**src/rtl/lsu_pkg.sv**
```systemverilog
// ---------------------------------------------------------------------------
// lsu_pkg
// Shared definitions for the memory-stage load/store unit:
//   - RV32I funct3 width/sign codes (stores reuse the LB/LH/LW encodings)
//   - lsu_state_t : controller states IDLE, REQ, WAIT, DONE
// ---------------------------------------------------------------------------
package lsu_pkg;

    localparam logic [2:0] F3_LB  = 3'b000;
    localparam logic [2:0] F3_LH  = 3'b001;
    localparam logic [2:0] F3_LW  = 3'b010;
    localparam logic [2:0] F3_LBU = 3'b100;
    localparam logic [2:0] F3_LHU = 3'b101;

    typedef enum logic [1:0] {
        IDLE = 2'd0,
        REQ  = 2'd1,
        WAIT = 2'd2,
        DONE = 2'd3
    } lsu_state_t;

endpackage

```
**src/rtl/lsu_align.sv**
```systemverilog
// ---------------------------------------------------------------------------
// lsu_align
// Purely combinational byte-lane logic for the load/store unit.
// Ports:
//   funct3     in  3   width/sign code of the access
//   off        in  2   byte offset within the word (addr[1:0])
//   store_data in  32  store source register value
//   read_word  in  32  word returned by data memory
//   wdata      out 32  lane-replicated store data
//   wstrb      out 4   byte enables for the store
//   load_data  out 32  extracted and sign/zero-extended load value
//   misaligned out 1   access crosses its natural alignment
// ---------------------------------------------------------------------------
module lsu_align
    import lsu_pkg::*;
(
    input  logic [2:0]  funct3,
    input  logic [1:0]  off,
    input  logic [31:0] store_data,
    input  logic [31:0] read_word,
    output logic [31:0] wdata,
    output logic [3:0]  wstrb,
    output logic [31:0] load_data,
    output logic        misaligned
);

    logic [7:0]  byte_sel;
    logic [15:0] half_sel;

    // Store side: funct3[1:0] alone selects the width; any width code
    // other than byte/half is handled as a full word.
    always_comb begin
        wdata      = store_data;
        wstrb      = 4'b1111;
        misaligned = 1'b0;
        case (funct3[1:0])
            2'b00: begin
                wdata = {4{store_data[7:0]}};
                wstrb = 4'b0001 << off;
            end
            2'b01: begin
                wdata      = {2{store_data[15:0]}};
                wstrb      = 4'b0011 << off;
                misaligned = off[0];
            end
            default: begin
                misaligned = (off != 2'b00);
            end
        endcase
    end

    // Load side: undefined funct3 codes fall through to a full word.
    always_comb begin
        byte_sel = 8'(read_word >> {off, 3'b000});
        half_sel = off[1] ? read_word[31:16] : read_word[15:0];
        case (funct3)
            F3_LB:   load_data = {{24{byte_sel[7]}}, byte_sel};
            F3_LBU:  load_data = {24'b0, byte_sel};
            F3_LH:   load_data = {{16{half_sel[15]}}, half_sel};
            F3_LHU:  load_data = {16'b0, half_sel};
            default: load_data = read_word;
        endcase
    end

endmodule

```
**src/rtl/mem_load_store_unit.sv**
```systemverilog
// ---------------------------------------------------------------------------
// mem_load_store_unit
// Memory-stage data-port controller: owns the data-memory bus, aligns store
// data/strobes, runs the valid/ready request and rvalid response handshake,
// and produces the registered, extended load value ReadDataW.
// Ports:
//   clk, rst_n                 clock, asynchronous active-low reset
//   MemReadM, MemWriteM        load / store present in M stage
//   Funct3M                    width/sign code
//   AluResultM                 effective address
//   WriteDataM                 store source value
//   StallM                     freeze F/D/E/M registers
//   ReadDataW, LoadValidW      load result and its one-cycle update pulse
//   MisalignM, BusErrM         one-cycle error pulses
//   dmem_req_valid/ready, dmem_we, dmem_addr, dmem_wdata, dmem_wstrb
//   dmem_rvalid, dmem_rdata    data-memory bus
// ---------------------------------------------------------------------------
module mem_load_store_unit
    import lsu_pkg::*;
#(
    parameter int          XLEN    = 32,
    parameter int unsigned TIMEOUT = 255
) (
    input  logic            clk,
    input  logic            rst_n,
    input  logic            MemReadM,
    input  logic            MemWriteM,
    input  logic [2:0]      Funct3M,
    input  logic [XLEN-1:0] AluResultM,
    input  logic [XLEN-1:0] WriteDataM,
    output logic            StallM,
    output logic [XLEN-1:0] ReadDataW,
    output logic            LoadValidW,
    output logic            MisalignM,
    output logic            BusErrM,
    output logic            dmem_req_valid,
    input  logic            dmem_req_ready,
    output logic            dmem_we,
    output logic [XLEN-1:0] dmem_addr,
    output logic [XLEN-1:0] dmem_wdata,
    output logic [3:0]      dmem_wstrb,
    input  logic            dmem_rvalid,
    input  logic [XLEN-1:0] dmem_rdata
);

    lsu_state_t  state, state_next;
    logic [2:0]  funct3_q;
    logic [1:0]  off_q;
    logic [31:0] wd_cnt;

    logic        access;
    logic        latch_req;
    logic        load_fire;
    logic        mis_fire;
    logic        berr_fire;
    logic        wd_expired;

    logic [2:0]  align_funct3;
    logic [1:0]  align_off;
    logic [31:0] align_wdata;
    logic [3:0]  align_wstrb;
    logic [31:0] align_load;
    logic        align_mis;

    assign access     = MemReadM | MemWriteM;
    assign wd_expired = (TIMEOUT != 0) && (wd_cnt == TIMEOUT - 1);

    // In IDLE the lane logic looks at the live M-stage access so it can be
    // latched; afterwards it sees the latched access for load extraction.
    assign align_funct3 = (state == IDLE) ? Funct3M : funct3_q;
    assign align_off    = (state == IDLE) ? AluResultM[1:0] : off_q;

    lsu_align u_align (
        .funct3     (align_funct3),
        .off        (align_off),
        .store_data (WriteDataM),
        .read_word  (dmem_rdata),
        .wdata      (align_wdata),
        .wstrb      (align_wstrb),
        .load_data  (align_load),
        .misaligned (align_mis)
    );

    assign dmem_req_valid = (state == REQ);

    // Next-state and stall logic; a ready in the same cycle the watchdog
    // expires still completes the access normally.
    always_comb begin
        state_next = state;
        StallM     = 1'b0;
        latch_req  = 1'b0;
        load_fire  = 1'b0;
        mis_fire   = 1'b0;
        berr_fire  = 1'b0;
        case (state)
            IDLE: begin
                if (access) begin
                    StallM = 1'b1;
                    if (align_mis) begin
                        mis_fire   = 1'b1;
                        state_next = DONE;
                    end else begin
                        latch_req  = 1'b1;
                        state_next = REQ;
                    end
                end
            end
            REQ: begin
                StallM = 1'b1;
                if (dmem_req_ready) begin
                    state_next = dmem_we ? DONE : WAIT;
                end else if (wd_expired) begin
                    berr_fire  = 1'b1;
                    state_next = DONE;
                end
            end
            WAIT: begin
                StallM = 1'b1;
                if (dmem_rvalid) begin
                    load_fire  = 1'b1;
                    state_next = DONE;
                end else if (wd_expired) begin
                    berr_fire  = 1'b1;
                    state_next = DONE;
                end
            end
            DONE: begin
                state_next = IDLE;
            end
            default: begin
                state_next = IDLE;
            end
        endcase
    end

    always_ff @(posedge clk or negedge rst_n) begin
        if (!rst_n) begin
            state <= IDLE;
        end else begin
            state <= state_next;
        end
    end

    // Request fields are captured once in IDLE and held until acceptance.
    // A load with MemWriteM also set is a store, so MemWriteM alone picks we.
    always_ff @(posedge clk or negedge rst_n) begin
        if (!rst_n) begin
            dmem_we    <= 1'b0;
            dmem_addr  <= '0;
            dmem_wdata <= '0;
            dmem_wstrb <= 4'b0000;
            funct3_q   <= 3'b000;
            off_q      <= 2'b00;
            ReadDataW  <= '0;
            LoadValidW <= 1'b0;
            MisalignM  <= 1'b0;
            BusErrM    <= 1'b0;
        end else begin
            if (latch_req) begin
                dmem_we    <= MemWriteM;
                dmem_addr  <= {AluResultM[31:2], 2'b00};
                dmem_wdata <= MemWriteM ? align_wdata : 32'h0;
                dmem_wstrb <= MemWriteM ? align_wstrb : 4'b0000;
                funct3_q   <= Funct3M;
                off_q      <= AluResultM[1:0];
            end
            if (load_fire) begin
                ReadDataW <= align_load;
            end
            LoadValidW <= load_fire;
            MisalignM  <= mis_fire;
            BusErrM    <= berr_fire;
        end
    end

    // Watchdog restarts on every entry to REQ or WAIT so each phase gets
    // its own TIMEOUT-cycle budget.
    always_ff @(posedge clk or negedge rst_n) begin
        if (!rst_n) begin
            wd_cnt <= '0;
        end else if ((state_next != state) && ((state_next == REQ) || (state_next == WAIT))) begin
            wd_cnt <= '0;
        end else if ((state == REQ) || (state == WAIT)) begin
            wd_cnt <= wd_cnt + 32'd1;
        end
    end

endmodule

```
**config.mk**
```make
export PLATFORM = sky130hd
export DESIGN_NAME = mem_load_store_unit
export DESIGN_NICKNAME = d
export VERILOG_FILES = /design/src/rtl/lsu_pkg.sv /design/src/rtl/lsu_align.sv /design/src/rtl/mem_load_store_unit.sv
export SDC_FILE = /design/constraint.sdc
export NUM_CORES = 1
export LEC_CHECK = 0
export ABC_AREA = 1
export CAP_MARGIN = 30
export CORE_ASPECT_RATIO = 0.9
export CORE_MARGIN = 10
export CORE_UTILIZATION = 40
export DETAILED_ROUTE_END_ITERATION = 10
export PLACE_DENSITY = 0.7
export SYNTH_ARGS = -nofsm -noshare
export SYNTH_HDL_FRONTEND = slang
export SYNTH_SLANG_ARGS = --single-unit
```
**constraint.sdc**
```tcl
create_clock -name clk -period 2.6 [get_ports clk]
set_input_delay 0.26 -clock clk [delete_from_list [all_inputs] [get_ports clk]]
set_output_delay 0.26 -clock clk [all_outputs]
set_load 0.02 [all_outputs]
```
After elaboration in Yosys (flattened, before gate mapping)
Cells that the tools add are included.

word-level totals
  register bits after elaboration = 141
  input port bits = 105
  output and inout bits = 106
  word-level logic and storage cells = 69

cells by class
  add/subtract/negate cells = 1
  equality and inequality tests = 11
  shift operators = 3
  multiplexer cells = 32
  bitwise operators = 1
  reduce and logical (&&, ||, !) cells = 9

operators by type and width
  kind                                                                    number
  32-bit one-hot mux with 4 select lines                                  1
  32-bit two-way mux                                                      3
  32-bit one-hot mux with 2 select lines                                  1
  32-bit by 1-bit adder with 32-bit output, second input constant         1
  32-bit by 8-bit equality test with 1-bit output, second input constant  1
  32-bit by 5-bit right shift with 8-bit output                           1
  16-bit two-way mux                                                      1
  1-bit two-way mux                                                       13
  2-bit two-way mux                                                       6
  2-bit one-hot mux with 4 select lines                                   1
  4-bit one-hot mux with 2 select lines                                   1
  2-bit by 1-bit equality test with 1-bit output, second input constant   3
  2-bit equality test, second input constant                              3
  3-bit equality test, second input constant                              2
  1-bit one-hot mux with 2 select lines                                   3
  2-bit zero test                                                         2
  4-bit two-way mux                                                       1
  2-bit nonzero test                                                      2
  1-bit by 2-bit left shift with 4-bit output, first input constant       1
  2-bit by 2-bit left shift with 4-bit output, first input constant       1
  3-bit by 1-bit equality test with 1-bit output, second input constant   1
  3-bit zero test                                                         1
  3-bit two-way mux                                                       1
  1-bit logical OR                                                        2
  other kinds (4)                                                         4

Depth between registers and ports, before layout
  word-level depth = 11
  mapped depth = 17

Hierarchy
A second synthesis with hierarchy kept.

second synthesis, totals
  cell total of the unflattened synthesis = 1,042
  area, all modules = 7,918.8 um^2

modules (own cells, without submodules)
  module               times used  cells an instance  area an instance (um^2)  seq. area each (um^2)
  mem_load_store_unit  1           766                6,553.8                  3,528.4
  lsu_align            1           276                1,365.1                  0.0

Worst setup path after synthesis
Ideal clock, no wire load.

  kind = register to register
  start point = register state[0]
  end point = register wd_cnt[1]
  setup time = 0.122 ns
  arrival time = 1.948 ns
  data required time = 2.478 ns
  slack = 0.530 ns
  cell stages (with the launch flop) = 18
  buffers on the path = 3
  path through = dfrtp_1 -> inv_1 -> ha_1 -> buf_6 -> nand2_1 -> o21ai_2 -> buf_6 -> nand2_2 -> nand3_2 -> nand2_2 -> inv_4 -> nor2_2 -> nand2_1 -> nor2_1 -> nand2_1 -> nand2_2 -> buf_6 -> nor2_2

on the way
  cells in the longest elaborated chain, start to end = 11

ends and longest elaborated chain
  element                                                                                       line                                                                             text
  from (decl)                                                                                   mem_load_store_unit.sv:46                                                        lsu_state_t state, state_next;
  from (signal assigned)                                                                        mem_load_store_unit.sv:140                                                       state <= state_next;
  2-bit zero test                                                                               mem_load_store_unit.sv:70, mem_load_store_unit.sv:71, mem_load_store_unit.sv:95
  3-bit two-way mux / 2-bit two-way mux (equally long branches)                                 mem_load_store_unit.sv:70, mem_load_store_unit.sv:71
  2-bit by 1-bit equality test with 1-bit output (tied with other cells)                        lsu_align.sv:36                                                                  case (funct3[1:0])
  1-bit one-hot mux with 2 select lines                                                         lsu_align.sv:36
  2-bit two-way mux                                                                             mem_load_store_unit.sv:99                                                        if (align_mis) begin
  2-bit two-way mux                                                                             mem_load_store_unit.sv:97                                                        if (access) begin
  2-bit one-hot mux with 4 select lines                                                         mem_load_store_unit.sv:95                                                        case (state)
  2-bit by 1-bit equality test with 1-bit output / 2-bit equality test (equally long branches)  mem_load_store_unit.sv:181                                                       end else if ((state_next != state) && ((state_next == REQ) || (state_next == WAIT))) begin
  1-bit logical OR                                                                              mem_load_store_unit.sv:181
  1-bit logical AND                                                                             mem_load_store_unit.sv:181
  32-bit two-way mux / 2-bit nonzero test (equally long branches)                               --
  to (signal assigned)                                                                          mem_load_store_unit.sv:184                                                       wd_cnt <= wd_cnt + 32'd1;
  to (decl)                                                                                     mem_load_store_unit.sv:49                                                        logic [31:0] wd_cnt;

Parallel ways exist; a longest one is shown, timed or not.
A chain may end at the register's enable or synchronous reset.

Final worst setup path
  start point = register state[0]
  end point = output StallM

on the way
  cells in the longest elaborated chain, start to end = 3

ends and longest elaborated chain
  element                                                                                       line                       text
  2-bit by 1-bit equality test with 1-bit output / 2-bit equality test (equally long branches)  mem_load_store_unit.sv:95
  2-bit OR reduction (no line)                                                                  --
  1-bit one-hot mux with 2 select lines (*)                                                     mem_load_store_unit.sv:95
  to (decl)                                                                                     mem_load_store_unit.sv:31  output logic StallM,

Mark *: on every way between the ends. The rest lies on a longest branch, timed or not.

==> impl_metrics.ini <==
[cells_and_area]
areaGrowthSynthToFinish_pct = 43.14
fill_cells = 1530
drive_above_1_share = 0.08584
antenna_cells = 0
final_design_area_no_fill_mm2 = 0.009976
final_net_count = 1194

[drt]
via_per_inst = 4.835
drt-total-wl_um = 21170
ant_nets = 0
via_count = 6431
wire_per_inst_um = 15.91
drt_iter0_markers = 477
route.detailed.drc = 0
first_pass_iters = 5

[min_path]
hp-class = in -> async

[global_route]
met2_usage = 0.2722
grt_pass1_wl_um = 34920
grt_max_degree = 75
met1_usage = 0.2396
grt_pass1_vias = 6498
busiest_layer = met2
grt.met3_usage = 0.07512
grt_use_total = 0.1825
antenna_found_initial = 1
grt_overflow = 0

[run]
cap_violations = 0

[placement]
placed_cell_area_mm2 = 0.009345
dp_hpwl_um = 15570
gp_congestion = 0.8276
port_buffers = 208

[yosys]
synth_top_cells_by_area = dfrtp_1 (51%), nand2_1 (16%), o21ai_0 (5.5%)
synthesis.area_mm2 = 0.006969
ys_seq_area_frac = 0.5063
yosysMostFrequentCell = nand2_1
synth-async-reset-ratio = 1.000
synth_edf_count = 0
synthCells = 874
yosys_warnings = 0
synth_top_area_frac = 0.5063
yosysUniqueCellTypes = 39
ys_ff_latch = 141
synth-main-ff-cell = dfrtp_1
syn_avg_cell_area_um2 = 7.974
yosysTopAreaCell = dfrtp_1
synthTopCellsByCount = nand2_1 (293), dfrtp_1 (141), inv_1 (88)

[die]
dieWidth_um = 159.1
core_mm2 = 0.01700
ios = 211
dieHeight_um = 145.2
num_rows = 45
die_area_mm2 = 0.02311
start_util = 0.4099

[critical_path]
r2r_end = wd_cnt[30]
critPathKind = reg -> out
slowest_delay_ns = 0.41
endpoint_kind = output pin
setup.worst_path.start_class = flip-flop
rr_worst_depth = 11
cp.required_ns = 2.34
crit_arrival_ns = 2.13
worst_path_max_delay_cell = dfrtp_1
crit_chain = inv_1 -> ha_4 -> inv_4 -> nor2_1 -> inv_1 -> a21oi_1 -> dlygate4sd2_1
crit_path_end = StallM
crit_path_max_fanout = 10
cpMostUsedCell = inv_1
rrSetupSlack_ns = 0.35
crit_start = state[0]
rr_startpoint = state[0]

[timing]
rsz0062_at_grt = no
relSlewSlack = 0.6120
setup_violations = 0
max_clock_freq_mhz = 418.3
worst_pin_slew_ns = 0.5674
tns_ns = 0
post-route-period-util = 0.9194
drv_slew = 0
finalCriticalPeriod_ns = 2.390
clock_skew_ns = 0.01041
hold_viol = 0

[cts]
clk_pin_slew_ns = 0.06
clock_path_buffers = 2
cts.sinks = 141
cts_made_buffers = 17
htree_levels = 4
post-cts-setup-buffers = 0
clk_latency_ns = 0.42
root_buffer = clkbuf_16
cts_tree = done

[power]
p_leak_nw = 4.565
p_per_area_mw_per_mm2 = 1280
ir_worst_vdd_mv = 0.7648

[outcome]
status = completed
[worst max-delay path: cells and delay by family (launching register included)]
| kind | cells | cell delay, ns |
|---|---|---|
| flops | 1 | 0.41 |
| fa+ha+maj | 1 | 0.24 |
| simple gates | 1 | 0.18 |
| compound gates | 1 | 0.21 |
| buf+inv | 4 | 0.68 |
[repair_timing]
action / 4_1_cts / 5_1_grt
endpoints found under the hold margin: 50 / 0
resized for setup: 2 / 1
setup endpoints to repair: 1 / 2
hold buffers: 1 / 0
cloned: 0 / 0
[worst min-delay path by stage]
stage / startpoint / end / slack [ns] / depth (start not counted)
2_1_floorplan: rst_n / BusErrM / -0.04 / 0
3_3_place_gp: rst_n / dmem_wdata[12] / 0.24 / 1
3_5_place_dp: rst_n / dmem_wdata[20] / 0.24 / 1
4_1_cts: AluResultM[11] / dmem_addr[11] / 0.36 / 3
5_1_grt: AluResultM[25] / dmem_addr[25] / 0.38 / 3
6_report: rst_n / dmem_wdata[12] / 0.35 / 2
[per-stage QoR]
step / setup WS (ns) / power [mW] / util / cells / hold slack, ns
2_1_floorplan: 0.5300 / 7.506 / - / 875 / -0.03559
3_3_place_gp: 0.1716 / 10.19 / 0.5496 / 1298 / 0.2432
3_5_place_dp: 0.1312 / 10.28 / 0.5496 / 1298 / 0.2443
4_1_cts: 0.1440 / 12.86 / 0.5861 / 1330 / 0.3558
5_1_grt: 0.08320 / 13.73 / 0.5867 / 1330 / 0.3802
6_report: 0.2096 / 12.77 / 0.5867 / 1330 / 0.3521
[metal layers]
metal | wire length, um | vias to the layer above
met5 | 13 | -
met4 | 301 | 2
met3 | 1965 | 21
met2 | 9225 | 234
met1 | 9660 | 2980
li1 | - | 3194
[cell usage in the layout (no fill, tap or decap), types with 9 or more instances in the layout]
| cell type | synthesis | final |
|---|---|---|
| o21ai_0 | 76 | 76 |
| xor2_1 | 22 | 22 |
| o22ai_1 | 18 | 18 |
| clkdlybuf4s50_1 | 0 | 206 |
| clkbuf_16 | 0 | 17 |
| nor3_1 | 9 | 9 |
| buf_4 | 4 | 16 |
| nor2_2 | 24 | 24 |
| nand3_1 | 19 | 19 |
| dfrtp_1 | 141 | 141 |
| inv_1 | 88 | 88 |
| nor2_1 | 59 | 59 |
| nand2_1 | 293 | 293 |
| a21oi_1 | 20 | 20 |
[state kept, by name, indices dropped and copies added, names as in the netlist]
signal,flops
funct3_q,3
dmem_wdata,32
off_q,2
LoadValidW,1
dmem_wstrb,4
wd_cnt,32
MisalignM,1
dmem_addr,30
state,2
ReadDataW,32
BusErrM,1
dmem_we,1
[area by class of cell]
cell class,instances,area [um^2],share of cell area
Clock buffer,22,474.2,0.04754
Clock inverter,9,135.1,0.01355
Inverter,93,354.1,0.03549
Multi-Input combinational cell,602,2918,0.2925
Sequential cell,141,3528,0.3537
Tap cell,235,294.0,0.02947
Timing Repair Buffer,228,2272,0.2278
[power by group]
group	internal [mW]	total (mW)	switching, mW	leakage (nW)
clock network	1.58	2.52	0.934	0.289
registers	3.02	3.48	0.460	1.79
logic	2.66	6.77	4.11	2.48
total	7.26	12.8	5.50	4.57
[logic make-up after synthesis]
kind of cell	after synthesis	share of synthesized area
compound gates	145	0.1205
simple gates	424	0.2521
fa+ha+maj	6	0.01077
buf+inv	132	0.07846
flops	141	0.5063
xor+xnor	25	0.03142
other cells	1	0.0005381
Power figures use the tool's default switching activity.
